<file path="config.mk">
export PLATFORM = sky130hd
export DESIGN_NAME = adder_beq
export DESIGN_NICKNAME = d
export VERILOG_FILES = /design/src/rtl/adder_beq_pkg.sv /design/src/rtl/adder_beq_cla_adder.sv /design/src/rtl/adder_beq.sv
export SDC_FILE = /design/constraint.sdc
export NUM_CORES = 1
export LEC_CHECK = 0
export CAP_MARGIN = 0
export CORE_ASPECT_RATIO = 2
export CORE_MARGIN = 4
export CORE_UTILIZATION = 43
export DETAILED_ROUTE_END_ITERATION = 16
export PLACE_DENSITY = 0.85
export SYNTH_ARGS = -nofsm -noshare
export SYNTH_HDL_FRONTEND = slang
export SYNTH_SLANG_ARGS = --single-unit
export TNS_END_PERCENT = 20
</file>
<file path="constraint.sdc">
create_clock -name clk -period 2.9 [get_ports clk]
set_clock_uncertainty 0.2 [all_clocks]
set_input_delay 0.87 -clock clk [delete_from_list [all_inputs] [get_ports clk]]
set_output_delay 0.87 -clock clk [all_outputs]
set_load 0.02 [all_outputs]
</file>
<file path="src/rtl/adder_beq_pkg.sv">
// Shared types and constants for the branch-target adder.
// No logic; consumed by adder_beq and its carry-lookahead sub-module.
// No flow control: values only.
package adder_beq_pkg;

   localparam int XLEN = 32;

   typedef logic [XLEN-1:0] addr_t;

   // Value held on the branch target while the core is in reset.
   localparam addr_t ADDR_RST = '0;

endpackage

</file>
<file path="src/rtl/adder_beq_cla_adder.sv">
// Two-level carry-lookahead adder: per-group G/P, then group carries from cin.
// Latency: purely combinational, zero cycles.
// Backpressure: none; the output follows the inputs continuously.
module cla_adder
   import adder_beq_pkg::*;
#(
   parameter int WIDTH   = 32,
   parameter int GROUP_W = 4
) (
   input  logic [WIDTH-1:0] a,
   input  logic [WIDTH-1:0] b,
   input  logic             cin,
   output logic [WIDTH-1:0] sum,
   output logic             cout
);

   localparam int NGRP = WIDTH / GROUP_W;

   // Groups must tile the operand exactly, otherwise top bits would be dropped.
   if ((WIDTH % GROUP_W) != 0) begin : g_bad_group
      $error("cla_adder: GROUP_W must divide WIDTH");
   end

   logic [WIDTH-1:0] bit_g;
   logic [WIDTH-1:0] bit_p;
   logic [NGRP-1:0]  grp_g;
   logic [NGRP-1:0]  grp_p;
   logic [NGRP:0]    grp_c;

   assign bit_g = a & b;
   assign bit_p = a ^ b;

   assign grp_c[0] = cin;
   assign cout     = grp_c[NGRP];

   for (genvar k = 0; k < NGRP; k++) begin : g_grp
      logic                gg;
      logic                pp;
      logic                la_c;
      logic [GROUP_W-1:0]  grp_sum;

      // Group generate/propagate: does this group create a carry, or pass one through.
      always_comb begin
         gg = 1'b0;
         pp = 1'b1;
         for (int i = 0; i < GROUP_W; i++) begin
            gg = bit_g[k*GROUP_W + i] | (bit_p[k*GROUP_W + i] & gg);
            pp = pp & bit_p[k*GROUP_W + i];
         end
      end

      assign grp_g[k] = gg;
      assign grp_p[k] = pp;

      // Lookahead carry out of group k, built only from group G/P and cin (no chain through grp_c).
      always_comb begin
         logic pchain;
         la_c   = 1'b0;
         pchain = 1'b1;
         for (int j = k; j >= 0; j--) begin
            la_c   = la_c | (grp_g[j] & pchain);
            pchain = pchain & grp_p[j];
         end
         la_c = la_c | (pchain & cin);
      end

      assign grp_c[k+1] = la_c;

      // Sum bits of the group, carried locally from the group's lookahead carry-in.
      always_comb begin
         logic c;
         c = grp_c[k];
         for (int i = 0; i < GROUP_W; i++) begin
            grp_sum[i] = bit_p[k*GROUP_W + i] ^ c;
            c          = bit_g[k*GROUP_W + i] | (bit_p[k*GROUP_W + i] & c);
         end
      end

      assign sum[k*GROUP_W +: GROUP_W] = grp_sum;
   end

endmodule

</file>
<file path="src/rtl/adder_beq.sv">
// Branch target = Addr + Extended_imm (mod 2^XLEN), registered for next-PC select.
// Latency: 1 cycle, one new result every cycle; async active-high reset clears it.
// Backpressure: none, evaluates every cycle. Define ADDER_BEQ_ASSERT_EN for checks.
module adder_beq
   import adder_beq_pkg::*;
#(
   parameter int XLEN    = adder_beq_pkg::XLEN,
   parameter int GROUP_W = 4
) (
   input  logic            clk,
   input  logic            rst,
   input  logic [XLEN-1:0] Addr,
   input  logic [XLEN-1:0] Extended_imm,
   output logic [XLEN-1:0] NextAddr
);

   logic [XLEN-1:0] target_sum;
   logic            unused_cout;

   // Carry-out is meaningless for an address wrap and is intentionally dropped.
   cla_adder #(
      .WIDTH   (XLEN),
      .GROUP_W (GROUP_W)
   ) u_cla (
      .a    (Addr),
      .b    (Extended_imm),
      .cin  (1'b0),
      .sum  (target_sum),
      .cout (unused_cout)
   );

   // Target register; reset wins immediately, in-flight result is discarded.
   always_ff @(posedge clk or posedge rst) begin
      if (rst) begin
         NextAddr <= XLEN'(ADDR_RST);
      end else begin
         NextAddr <= target_sum;
      end
   end

`ifdef ADDER_BEQ_ASSERT_EN
   logic [XLEN-1:0] chk_sum;
   assign chk_sum = Addr + Extended_imm;

   // Registered target must equal the previous cycle's truncated sum.
   a_sum: assert property (@(posedge clk) disable iff (rst)
      !$past(rst) |-> (NextAddr == $past(chk_sum)));

   // Output is cleared whenever reset is held.
   a_rst: assert property (@(posedge clk) rst |-> (NextAddr == '0));

   // Misaligned targets are legal arithmetic but worth flagging.
   always @(posedge clk) begin
      if (!rst && (NextAddr[1:0] != 2'b00)) begin
         $warning("adder_beq: misaligned branch target %h", NextAddr);
      end
   end
`endif

endmodule

</file>
==> out/results.txt <==
Final Cell Area - 3560 sq um
Count leader, synth - dfrtp_1
Max incr delay on CP - 380 ps
Mapped Area - 1960 sq um
Port buffer count - 97
Clock transition at the registers of the reported paths - 70 ps
Pwr/cell area - 472 nW/um^2
Area grow syn2layout - 81.7%
Most frequent cells after synthesis - dfrtp_1, ha_1, fa_1
H-tree depth - 2
Post-synth EDFFs - 0
Critical Path RT - 2850 ps
Max FFs per register - 32
Setup slack after layout - -1350 ps
Top reg by flops - NextAddr
Top post-synthesis cells by area - dfrtp_1, fa_1, ha_1, inv_1, xor2_1
Crit. End Element - flop
Mapped Cells - 143
Largest net degree at the start of global routing - 33
Largest regs - NextAddr x32
Placer Congestion - 0.791
RSZ-0062 raised after global routing - yes
Total number of vias - 1765
Area leader, netlist - dfrtp_1
Yosys cell types - 22
Worst min-delay path class - input pin to flop
Fmax - 0.235 GHz
CP Class - input pin to flop
DIE AREA - 5770 sq um
Antenna diodes - 0
Number of DRC markers in iteration 0 - 43
Final wirelength - 6780 um
CTS hold repair buffers - 0
Leak - 1.58 nW
#FFs+latches synth - 32
Vias in the first global route - 2006
CTS root buf - clkbuf_8
WP buf/inv - 5
Final non-filler cell total - 348
Max-cap viol count - 0
Syn Area/Cell - 13.7 sq um
Antenna viol nets, final - 0
Grt ovf - 0
Placement Rows - 34
Routed len/inst - 19.5 um
Core ar. - 4380 sq um
First-pass GRT wire length - 10300 um
DRT Pass-1 Iters - 6
Fin nets - 408
DP Wirelength - 5130 um
DRC violations left - 0
Register area share after synthesis - 0.408
DIE HEIGHT - 103 um
Share of flip-flops with an asynchronous set or reset - 1.00
Final-report hold violation count - 0
Die span in x - 55.7 um
Failing checks - negative setup slack
Post-synth top area share - 0.408
Crit path DAT - 4200 ps
Placed insts - 335
Actual slew at the worst max-slew pin - 481 ps
VDD IR max - 471 uV
Worst hold start - Addr[0]
Worst hold path depth - 2
Slew Limit Fails - 0
Critical Path Source Type - input pin
Total track usage - 0.245
Hold endpoint - NextAddr[0]$_DFF_PP0_
Cell family contributing the most delay on the critical path - adder cells
Crit-path most repeated cell - fa_2
Layout fillers - 246
Ports - 98
Core Util, Final - 0.813
Initial Utilization - 0.447
Status - finished, violations left
Routed vias/inst - 5.07
Syn_nets - 258
Ys flop type - dfrtp_1
Clk buf depth - 2
Final setup viols - 27
Cell area after placement - 3350 sq um
CP max FO - 3
Crit-path slowest cell - fa_2
Initial antenna violation count - 0
Clk sink count - 32
Setup TNS - -25090 ps
Layout cells sized above 1 - 0.327
CTS tree - done
Warnings, synthesis - 0
Total CTS buffers - 5
Rel. slew slack - 0.676
Worst path cell trace - buf_6, ha_4, inv_2, fa_2, inv_2, fa_2, inv_2, fa_2, nor2b_2, o2111ai_2, a31oi_2, nor4_2, buf_4, o31ai_4, fa_2, fa_2, fa_2, xnor2_2
Final period util - 1.47
Period minus WS final - 4250 ps
[layout make-up]
type | count | area [sq um] | area share
Inverter | 16 | 60.1 | 0.0169
Timing Repair Buffer | 143 | 1320 | 0.370
Clock buffer | 8 | 90.1 | 0.0253
Sequential cell | 32 | 801 | 0.225
Tap cell | 54 | 67.6 | 0.0190
Multi-Input combinational cell | 95 | 1220 | 0.344
[cell families after synthesis]
group | after synthesis | synth area share
compound gates | 23 | 0.0728
xor+xnor | 8 | 0.0357
simple gates | 15 | 0.0479
fa+ha+maj | 49 | 0.405
buf+inv | 16 | 0.0306
flops | 32 | 0.408
[how the worst max path moves through the flow]
| stage | slack (ps) | cells after the start | startpoint | to |
|---|---|---|---|---|
| after floorplan | -1270 | 16 | Addr[0] | NextAddr[23]$_DFF_PP0_ |
| after global placement | -1920 | 17 | Addr[0] | NextAddr[23]$_DFF_PP0_ |
| after detailed placement | -2070 | 17 | Addr[0] | NextAddr[23]$_DFF_PP0_ |
| after CTS | -1350 | 18 | Extended_imm[0] | NextAddr[31]$_DFF_PP0_ |
| after global routing | -1420 | 18 | Extended_imm[0] | NextAddr[31]$_DFF_PP0_ |
| final | -1350 | 18 | Extended_imm[0] | NextAddr[31]$_DFF_PP0_ |
[placed cells by master, fill, tap and decap left out, types with 2 or more instances in the layout]
master | Yosys | layout
inv_1 | 16 | 8
ha_1 | 25 | 24
fa_2 | 0 | 23
buf_4 | 0 | 45
o21a_1 | 2 | 2
xor2_1 | 6 | 6
clkdlybuf4s50_1 | 0 | 93
nand4_1 | 4 | 4
nand2_1 | 3 | 3
buf_6 | 0 | 3
o21ai_2 | 0 | 2
a21oi_1 | 10 | 9
inv_2 | 0 | 8
dfrtp_1 | 32 | 32
a21o_1 | 4 | 4
clkbuf_1 | 0 | 2
dlygate4sd2_1 | 0 | 2
o21ai_0 | 4 | 2
clkbuf_8 | 0 | 6
[repair_timing]
| item | CTS | global route |
|---|---|---|
| gates cloned | 0 | 0 |
| endpoints found under the hold margin | 0 | 0 |
| endpoints found under the setup margin | 28 | 27 |
| buffers inserted | 3 | 2 |
| gates resized for setup | 32 | 8 |
| pin swaps | 16 | 8 |
[metrics by stage]
step | power (mW) | hold slack (ps) | setup WS [ps]
2_1_floorplan | 0.845 | 786 | -1270
3_3_place_gp | 1.23 | 1090 | -1920
3_5_place_dp | 1.28 | 1100 | -2070
4_1_cts | 1.66 | 602 | -1350
5_1_grt | 1.76 | 598 | -1420
6_report | 1.68 | 606 | -1350
[metal layers]
metal	global-route usage	part of all wire	vias to the layer above
met4	0.131	0.051	0
met3	0.0447	0.062	24
met1	0.233	0.31	852
li1	-	-	787
met5	0	0	-
met2	0.484	0.58	102
[report_power, final]
group | switching (mW) | leakage [nW] | internal [mW]
clock network | 0.166 | 0.0455 | 0.194
registers | 0.0351 | 0.373 | 0.537
logic | 0.356 | 1.17 | 0.393
total | 0.556 | 1.58 | 1.12
No activity file was read; power rests on OpenSTA's default activity.
